==> config.mk <==
export PLATFORM = sky130hd
export DESIGN_NAME = glyph_layer_gen_flat
export DESIGN_NICKNAME = d
export VERILOG_FILES = /design/src/rtl/glyph_layer_gen_if.sv /design/src/rtl/glyph_layer_gen.sv /design/src/flat_wrapper.sv
export SDC_FILE = /design/constraint.sdc
export NUM_CORES = 1
export LEC_CHECK = 0
export BUFFER_PORTS_ARGS = -buffer_cell sky130_fd_sc_hd__buf_2
export CAP_MARGIN = 20
export CORE_UTILIZATION = 40
export CTS_CLUSTER_DIAMETER = 50
export DETAILED_ROUTE_END_ITERATION = 16
export GPL_TIMING_DRIVEN = 1
export PLACE_DENSITY = 0.82
export SYNTH_ARGS = -nofsm -noshare
export SYNTH_HDL_FRONTEND = slang
export SYNTH_SLANG_ARGS = --single-unit
export TNS_END_PERCENT = 5
==> constraint.sdc <==
create_clock -name clk -period 3.25 [get_ports clk]
set_input_delay 0.65 -clock clk [delete_from_list [all_inputs] [get_ports clk]]
set_output_delay 0.65 -clock clk [all_outputs]
set_load 0.01 [all_outputs]
==> src/rtl/glyph_layer_gen_if.sv <==
// Pixel-side bundle for glyph_layer_gen: raster position, per-layer configuration and composited output.
interface glyph_layer_gen_if #(
    parameter int GLYPH_W    = 8,
    parameter int GLYPH_H    = 8,
    parameter int NUM_LAYERS = 2
);
    localparam int G = GLYPH_W * GLYPH_H;

    logic                        pix_en;
    logic                        bright;
    logic [9:0]                  hcount;
    logic [9:0]                  vcount;
    logic [NUM_LAYERS-1:0]       layer_en;
    logic [10*NUM_LAYERS-1:0]    x_start;
    logic [10*NUM_LAYERS-1:0]    y_start;
    logic [NUM_LAYERS*G-1:0]     glyph;
    logic [24*NUM_LAYERS-1:0]    layer_color;
    logic [NUM_LAYERS-1:0]       blink;
    logic [23:0]                 rgb;
    logic [NUM_LAYERS-1:0]       layer_hit;

    modport master (
        output pix_en, bright, hcount, vcount, layer_en, x_start, y_start,
               glyph, layer_color, blink,
        input  rgb, layer_hit
    );

    modport slave (
        input  pix_en, bright, hcount, vcount, layer_en, x_start, y_start,
               glyph, layer_color, blink,
        output rgb, layer_hit
    );
endinterface

==> src/rtl/glyph_layer_gen.sv <==
// Two-stage glyph compositor: stage 1 computes per-layer window/col/row, stage 2 selects bits and priority-muxes colour.
// Define GLYPH_BLINK_EN to enable frame-based per-layer blinking.
module glyph_layer_gen #(
    parameter int          GLYPH_W      = 8,
    parameter int          GLYPH_H      = 8,
    parameter int          NUM_LAYERS   = 2,
    parameter int          SCALE_SHIFT  = 0,
    parameter logic [23:0] BG_COLOR     = 24'hf8f9fa,
    parameter int          BLINK_FRAMES = 30
) (
    input logic              clk,
    input logic              reset,
    glyph_layer_gen_if.slave bus
);
    localparam int G  = GLYPH_W * GLYPH_H;
    localparam int WX = GLYPH_W << SCALE_SHIFT;
    localparam int WY = GLYPH_H << SCALE_SHIFT;
    localparam int CW = (GLYPH_W > 1) ? $clog2(GLYPH_W) : 1;
    localparam int RW = (GLYPH_H > 1) ? $clog2(GLYPH_H) : 1;
    localparam int GW = (G > 1) ? $clog2(G) : 1;

    logic [NUM_LAYERS-1:0] blank;
    logic [NUM_LAYERS-1:0] win_c;
    logic [NUM_LAYERS-1:0] win_q;
    logic [NUM_LAYERS-1:0] on_c;
    logic [CW-1:0]         col_c [NUM_LAYERS];
    logic [CW-1:0]         col_q [NUM_LAYERS];
    logic [RW-1:0]         row_c [NUM_LAYERS];
    logic [RW-1:0]         row_q [NUM_LAYERS];
    logic                  bright_q;
    logic [23:0]           rgb_c;

`ifdef GLYPH_BLINK_EN
    localparam int FW = (BLINK_FRAMES > 1) ? $clog2(BLINK_FRAMES) : 1;

    logic [FW-1:0] frame_cnt;
    logic          blink_phase;
    logic          frame_start;

    assign frame_start = bus.pix_en && (bus.hcount == 10'd0) && (bus.vcount == 10'd0);

    // Stage 1 reads the registered phase, so a coinciding frame start still sees the old phase.
    always_ff @(posedge clk or posedge reset) begin
        if (reset) begin
            frame_cnt   <= '0;
            blink_phase <= 1'b0;
        end else if (frame_start) begin
            if (frame_cnt == FW'(BLINK_FRAMES - 1)) begin
                frame_cnt   <= '0;
                blink_phase <= ~blink_phase;
            end else begin
                frame_cnt <= frame_cnt + FW'(1);
            end
        end
    end

    assign blank = bus.blink & {NUM_LAYERS{blink_phase}};
`else
    logic [NUM_LAYERS-1:0] unused_blink;
    assign unused_blink = bus.blink;
    assign blank        = '0;
`endif

    // 11-bit compares keep x_start+WX from wrapping, so windows past 1023 simply clip.
    for (genvar i = 0; i < NUM_LAYERS; i++) begin : g_win
        logic [10:0] hc;
        logic [10:0] vc;
        logic [10:0] xs;
        logic [10:0] ys;

        assign hc = {1'b0, bus.hcount};
        assign vc = {1'b0, bus.vcount};
        assign xs = {1'b0, bus.x_start[10*i +: 10]};
        assign ys = {1'b0, bus.y_start[10*i +: 10]};

        assign win_c[i] = (hc >= xs) && (hc < xs + 11'(WX)) &&
                          (vc >= ys) && (vc < ys + 11'(WY));
        assign col_c[i] = CW'((hc - xs) >> SCALE_SHIFT);
        assign row_c[i] = RW'((vc - ys) >> SCALE_SHIFT);
    end

    always_ff @(posedge clk or posedge reset) begin
        if (reset) begin
            win_q    <= '0;
            bright_q <= 1'b0;
            for (int i = 0; i < NUM_LAYERS; i++) begin
                col_q[i] <= '0;
                row_q[i] <= '0;
            end
        end else if (bus.pix_en) begin
            win_q    <= win_c & bus.layer_en & ~blank;
            bright_q <= bus.bright;
            for (int i = 0; i < NUM_LAYERS; i++) begin
                col_q[i] <= win_c[i] ? col_c[i] : '0;
                row_q[i] <= win_c[i] ? row_c[i] : '0;
            end
        end
    end

    // Row 0 sits at the bitmap MSB end and column 0 is the MSB of each row.
    for (genvar i = 0; i < NUM_LAYERS; i++) begin : g_bit
        logic [G-1:0]  bitmap;
        logic [GW-1:0] idx;

        assign bitmap  = bus.glyph[G*i +: G];
        assign idx     = GW'(G - 1) - (GW'(row_q[i]) * GW'(GLYPH_W) + GW'(col_q[i]));
        assign on_c[i] = win_q[i] & bitmap[idx];
    end

    always_comb begin
        rgb_c = BG_COLOR;
        for (int i = NUM_LAYERS - 1; i >= 0; i--) begin
            if (on_c[i]) begin
                rgb_c = bus.layer_color[24*i +: 24];
            end
        end
    end

    always_ff @(posedge clk or posedge reset) begin
        if (reset) begin
            bus.rgb       <= BG_COLOR;
            bus.layer_hit <= '0;
        end else if (bus.pix_en) begin
            if (bright_q) begin
                bus.rgb       <= rgb_c;
                bus.layer_hit <= on_c;
            end else begin
                bus.rgb       <= BG_COLOR;
                bus.layer_hit <= '0;
            end
        end
    end
endmodule

==> src/flat_wrapper.sv <==
// flat-port wrapper written by rule: the top's interface ports become plain ports
module glyph_layer_gen_flat 
#(
    parameter int          GLYPH_W      = 8,
    parameter int          GLYPH_H      = 8,
    parameter int          NUM_LAYERS   = 2,
    parameter int          SCALE_SHIFT  = 0,
    parameter logic [23:0] BG_COLOR     = 24'hf8f9fa,
    parameter int          BLINK_FRAMES = 30
)
  (clk, reset, bus_pix_en, bus_bright, bus_hcount, bus_vcount, bus_layer_en, bus_x_start, bus_y_start, bus_glyph, bus_layer_color, bus_blink, bus_rgb, bus_layer_hit);
  glyph_layer_gen_if #(.GLYPH_W(GLYPH_W), .GLYPH_H(GLYPH_H), .NUM_LAYERS(NUM_LAYERS)) bus_i ();
  input logic clk;
  input logic reset;
  input wire logic [$bits(bus_i.pix_en)-1:0] bus_pix_en;
  input wire logic [$bits(bus_i.bright)-1:0] bus_bright;
  input wire logic [$bits(bus_i.hcount)-1:0] bus_hcount;
  input wire logic [$bits(bus_i.vcount)-1:0] bus_vcount;
  input wire logic [$bits(bus_i.layer_en)-1:0] bus_layer_en;
  input wire logic [$bits(bus_i.x_start)-1:0] bus_x_start;
  input wire logic [$bits(bus_i.y_start)-1:0] bus_y_start;
  input wire logic [$bits(bus_i.glyph)-1:0] bus_glyph;
  input wire logic [$bits(bus_i.layer_color)-1:0] bus_layer_color;
  input wire logic [$bits(bus_i.blink)-1:0] bus_blink;
  output wire logic [$bits(bus_i.rgb)-1:0] bus_rgb;
  output wire logic [$bits(bus_i.layer_hit)-1:0] bus_layer_hit;
  assign bus_i.pix_en = bus_pix_en;
  assign bus_i.bright = bus_bright;
  assign bus_i.hcount = bus_hcount;
  assign bus_i.vcount = bus_vcount;
  assign bus_i.layer_en = bus_layer_en;
  assign bus_i.x_start = bus_x_start;
  assign bus_i.y_start = bus_y_start;
  assign bus_i.glyph = bus_glyph;
  assign bus_i.layer_color = bus_layer_color;
  assign bus_i.blink = bus_blink;
  assign bus_rgb = bus_i.rgb;
  assign bus_layer_hit = bus_i.layer_hit;
  glyph_layer_gen #(.GLYPH_W(GLYPH_W), .GLYPH_H(GLYPH_H), .NUM_LAYERS(NUM_LAYERS), .SCALE_SHIFT(SCALE_SHIFT), .BG_COLOR(BG_COLOR), .BLINK_FRAMES(BLINK_FRAMES)) u_core (.clk(clk), .reset(reset), .bus(bus_i));
endmodule
Word-level counts from Yosys, hierarchy flattened
Cells that the tools add are included.
Word-level totals
  logic and storage cells: 51
  flip-flop bits (word level): 41
Operators by class
  bitwise logic cells: 3
  reduce and logical (&&, ||, !) cells: 6
  muxes and demuxes: 12
  add/subtract/negate cells: 12
  order comparisons: 10
Operators with widths (count)
  24-bit 2-to-1 mux: 3
  10-bit by 4-bit adder with 11-bit output, second input constant: 4
  10-bit by 11-bit < comparator with 1-bit output: 4
  10-bit greater-or-equal comparator: 4
  6-bit by 7-bit < comparator with 1-bit output, second input constant: 2
  6-bit by 3-bit adder with 6-bit output: 2
  1-bit binary-select mux with 6-bit select: 2
  3-bit 2-to-1 mux: 4
  3-bit subtractor: 4
  6-bit subtractor, first input constant: 2
  1-bit logical AND: 6
  1-bit bitwise AND: 2
  2-bit bitwise AND: 1
  1-bit 2-to-1 mux: 2
  2-bit 2-to-1 mux: 1

Depth between registers and ports, before layout
  depth after elaboration: 8
  mapped depth: 12
  depth with buffers taken out: 12

Least setup slack after synthesis
No wires, ideal clock.
  path type: input -> register
  from: input bus_y_start[13]
  to: register u_core.col_q[2] in the netlist's numbering
  arrival time: 2.604 ns
  library setup time: 0.101 ns
  stages: 10
  buffers on the path: 0
  required time: 3.149 ns
  setup slack: 0.544 ns
  cell sequence: ha_1 > and3_1 > xnor2_1 > ha_1 > a21o_1 > a211oi_1 > nand2b_1 > o21ai_0 > nand4_1 > o32ai_1
Between the ends
  word-level cells in the longest chain between the ends: 4
RTL lines
  start: declaration: line flat_wrapper.sv:21  | input wire logic [$bits(bus_i.y_start)-1:0] bus_y_start;
  10-bit by 4-bit adder with 11-bit output / 10-bit greater-or-equal comparator (equally long branches): line glyph_layer_gen.sv:77  | (vc >= ys) && (vc < ys + 11'(WY));
  10-bit by 11-bit < comparator with 1-bit output / 1-bit logical AND (equally long branches): line glyph_layer_gen.sv:77, glyph_layer_gen.sv:76
  1-bit logical AND (*): line glyph_layer_gen.sv:77
  3-bit 2-to-1 mux (*): line glyph_layer_gen.sv:94  | col_q[i] <= win_c[i] ? col_c[i] : '0;
  end signal: indexed assignment: line glyph_layer_gen.sv:94
  end: declaration: line glyph_layer_gen.sv:27  | logic [CW-1:0] col_q [NUM_LAYERS];
Mark *: on every way between the ends. The rest lies on a longest branch, timed or not.
A chain may end at the register's enable or synchronous reset.

Worst setup path after layout
  from: input bus_x_start[6]
  to: register u_core.row_q[5] in the netlist's numbering
Between the ends
  word-level cells in the longest chain between the ends: 6
RTL lines
  start: declaration: line flat_wrapper.sv:20  | input wire logic [$bits(bus_i.x_start)-1:0] bus_x_start;
  10-bit by 4-bit adder with 11-bit output: line glyph_layer_gen.sv:76  | assign win_c[i] = (hc >= xs) && (hc < xs + 11'(WX)) &&
  10-bit by 11-bit < comparator with 1-bit output: line glyph_layer_gen.sv:76
  1-bit logical AND (*) (2 in series): line glyph_layer_gen.sv:76
  1-bit logical AND (*): line glyph_layer_gen.sv:77
  3-bit 2-to-1 mux (*): line glyph_layer_gen.sv:95  | row_q[i] <= win_c[i] ? row_c[i] : '0;
  end signal: indexed assignment: line glyph_layer_gen.sv:95
  end: declaration: line glyph_layer_gen.sv:29  | logic [RW-1:0] row_q [NUM_LAYERS];
Marked as above.

==> reports/metrics.yaml <==
outcome:
  status: "completed"
global_routing:
  grt_start_max_net_pins: 40
  met1_usage_pct: 27.6
  grtUsageMet3_pct: 1.85
  grt_use_total_pct: 21.8
  antenna_found_initial: 0
  met2_usage_pct: 40.5
  gr-max-usage-layer: "met2"
  first_global_vias: 5004
  grt_pass1_wl_um: 23400
  grt_overflow: 0
min_path:
  hp-class: "primary input to async pin"
synth:
  synth_top_family_by_area: "compound AO/OA/AOI/OAI gates"
  seq_area_frac_synth_pct: 19.8
  syn_area_um2: 5280
  synth_top_area_share_pct: 17.1
  synthFlopType: "dfrtp_1"
  synthSimpleGateAreaFrac_pct: 10.1
  avgSynthCellArea_um2: 9.84
  synth_seq_cells: 41
  synth_edf_count: 0
  synth_nets: 856
  synthDominantAreaCellType: "ha_1"
  yosys-mux-area-fraction_pct: 14.4
  synth-adder-area-share_pct: 18.6
  yosysUniqueCellTypes: 61
  synth-compound-area-share_pct: 22.4
  synth_xor_area_share_pct: 3.98
  async_reset_ff_share_pct: 100
  yosys_warnings: 0
  syn_inst: 536
  synth_area_leaders: "ha_1 (17%), dfrtp_1 (11%), dfstp_2 (8.5%)"
  synth.most_common_cell: "inv_1"
  synthTopCellsByCount: "inv_1 (99), ha_1 (72), nor2_1 (25), dfrtp_1 (24), xnor2_1 (23)"
timing:
  fmax_mhz: 334
  slew_viol_final: 0
  hold_ws_ns: 0.325
  setup-tns-final_ns: 0
  fin_crit_ns: 2.99
  hold_viol: 0
  setup_violations: 0
  skew_ns: 0.00585
  worst_pin_slew_ns: 1.06
  relSlewSlack_pct: 29.0
  rsz0062_at_grt: "no"
  post-route-period-util_pct: 92.1
clocking:
  cts_tree: "yes"
  clk_latency_ns: 0.28
  clkTransAtPathRegs_ns: 0.06
  root_buffer: "clkbuf_16"
  cts_htree_levels: 2
  cts_num_sinks: 41
  cts_buffers: 5
  hold_buffers: 0
  cts_buffer_depth: 2
power_and_ir_drop:
  power_uw: 1870
  pwr-share-comb_pct: 37.6
  vdd_drop_max_v: 0.000165
  power.switching_uw: 566
  p_seq_share_pct: 29.7
  intPower_uw: 1300
  cellLeakagePower_uw: 0.00357
  power_density_nw_per_um2: 268
  clock_power_share_pct: 32.7
  p_sw_share_pct: 30.3
finish:
  finalCoreUtilization_pct: 54.7
  finalNonFillerCells: 978
  syn_to_final_growth_pct: 31.9
  num_antenna_cells: 0
  n_fill_cell: 1125
  drive_gt1_share_pct: 44.4
  fin_nets: 1125
die:
  die_w_um: 117
  dieArea_um2: 13700
  ios: 270
  coreArea_um2: 12700
  die_y_um: 117
  start_util_pct: 41.5
  num_rows: 41
route:
  antenna_left: 0
  vias: 5202
  viasPerCell: 5.32
  firstDrtPassIters: 4
  routedWlPerCell_um: 15.6
  drt_first_iter_violations: 256
  drt-total-wl_um: 15300
  drc: 0
critical_path:
  cp-start-kind: "primary input"
  reg2reg_slack_ns: 0.30
  reg2reg_depth: 6
  path_class: "primary input to flip-flop"
  critPathRequiredTime_ns: 3.42
  cpPeakStageDelay_ns: 0.45
  r2r_start: "u_core.row_q[4]"
  reg2reg_to: "u_core.bus.rgb[17]"
  end_kind: "flip-flop"
  crit_chain: "buf_2, inv_1, nor3_2, nand3_1, xnor2_1, ha_1, a2111oi_1, nand3_1, a21oi_1, nand3_1, o32ai_1"
  crit_arrival_ns: 3.17
  path_common_cell: "nand3_1"
  crit_fanout: 5
  worst_path_max_delay_cell: "a2111oi_1"
flow_run:
  cap_violations: 0
placement:
  dpl.cell_count: 970
  gp_congestion: 0.894
  hpwl_um: 13100
  portBuffers: 267
layout by cell type, fill, tap and decap left out, drive strengths merged, types with 2 or more instances in the layout:
master   netlist  routed
dfstp         17      17
o211ai         3       3
a21oi         20      20
a31oi          3       3
nand2          8       8
a311oi         2       2
xnor2         23      23
buf           15     281
a221oi        17      17
o21a           8       8
dfrtp         24      24
o21bai         3       3
o22ai          3       3
inv           99      99
ha            72      72
a22oi          8       8
a211oi         4       4
nor4           3       3
mux2i          5       5
clkbuf         4       6
and3           5       5
fa             4       4
o32a           2       2
a2111oi        7       7
nand4          4       4
mux2           9       9
o2bb2ai        2       2
a21o          11      11
mux4          25      25
nand2b         3       3
nor2b         16      16
a221o          8       8
o32ai         14      14
nor2          25      25
nor3          11      11
and2           2       2
nand3         18      18
a211o          3       3
o21ai         16      16
registers in the layout, indices dropped and copies added (netlist names):
| name | count |
|---|---|
| u_core.bus.layer_hit | 2 |
| u_core.row_q | 6 |
| u_core.bright_q | 1 |
| u_core.col_q | 6 |
| u_core.bus.rgb | 24 |
| u_core.win_q | 2 |
critical path: cells and delay by family:
kind                     cells  cell delay [ns]
adder cells (fa/ha/maj)      1             0.27
AND/OR/NAND/NOR              4             0.84
XOR/XNOR                     1             0.18
buffers and inverters        2             0.16
AO/OA/AOI/OAI                3             1.07
worst max-delay path by stage:
stage	startpoint	end	cells past startpoint	slack, ns
floorplan	bus_y_start[13]	u_core.col_q[2]	10	0.54
global placement	bus_x_start[6]	u_core.row_q[5]	11	0.08
detailed placement	bus_x_start[6]	u_core.col_q[5]	11	-0.03
CTS	bus_x_start[6]	u_core.row_q[5]	11	0.24
global route	u_core.col_q[3]	u_core.bus.rgb[17]	8	0.04
finish	bus_x_start[6]	u_core.row_q[5]	11	0.26
cell families after synthesis:
logic type | Yosys count
adder cells (fa/ha/maj) | 76
multiplexers | 39
AO/OA/AOI/OAI | 139
buffers and inverters | 118
flip-flops | 41
AND/OR/NAND/NOR | 99
XOR/XNOR | 24
power by group through the flow:
stage / logic [µW] / clock network (µW) / registers [µW]
global route: 787 / 649 / 557
detailed placement: 697 / 0 / 563
floorplan: 425 / 0 / 555
finish: 701 / 611 / 554
CTS: 701 / 626 / 554
global placement: 679 / 0 / 562
per-layer routing:
metal,vias up,part of all wire [%]
met1,2465,43
met2,182,50
li1,2541,-
met5,-,0
met3,14,5.1
met4,0,1.1
per-stage QoR:
step,cell area (µm²),setup slack [ns]
after floorplan,5280,0.544
after global placement,6770,0.0811
after detailed placement,6770,-0.0270
after CTS,6950,0.239
after global routing,6960,0.0363
final,6960,0.257
cell type report:
class / count / area [µm²] / share of cell area (%)
Multi-Input combinational cell: 377 / 3680 / 52.9
Timing Repair Buffer: 281 / 1450 / 20.9
Clock inverter: 2 / 38.8 / 0.557
Inverter: 99 / 372 / 5.34
Clock buffer: 6 / 150 / 2.16
Tap cell: 172 / 215 / 3.09
Sequential cell: 41 / 1050 / 15.0
repair_timing:
item | in CTS | in global routing
gates resized for setup | 0 | 2
endpoints found under the setup margin | 0 | 5
setup buffers | 0 | 0
(Power assumes the default switching activity.)
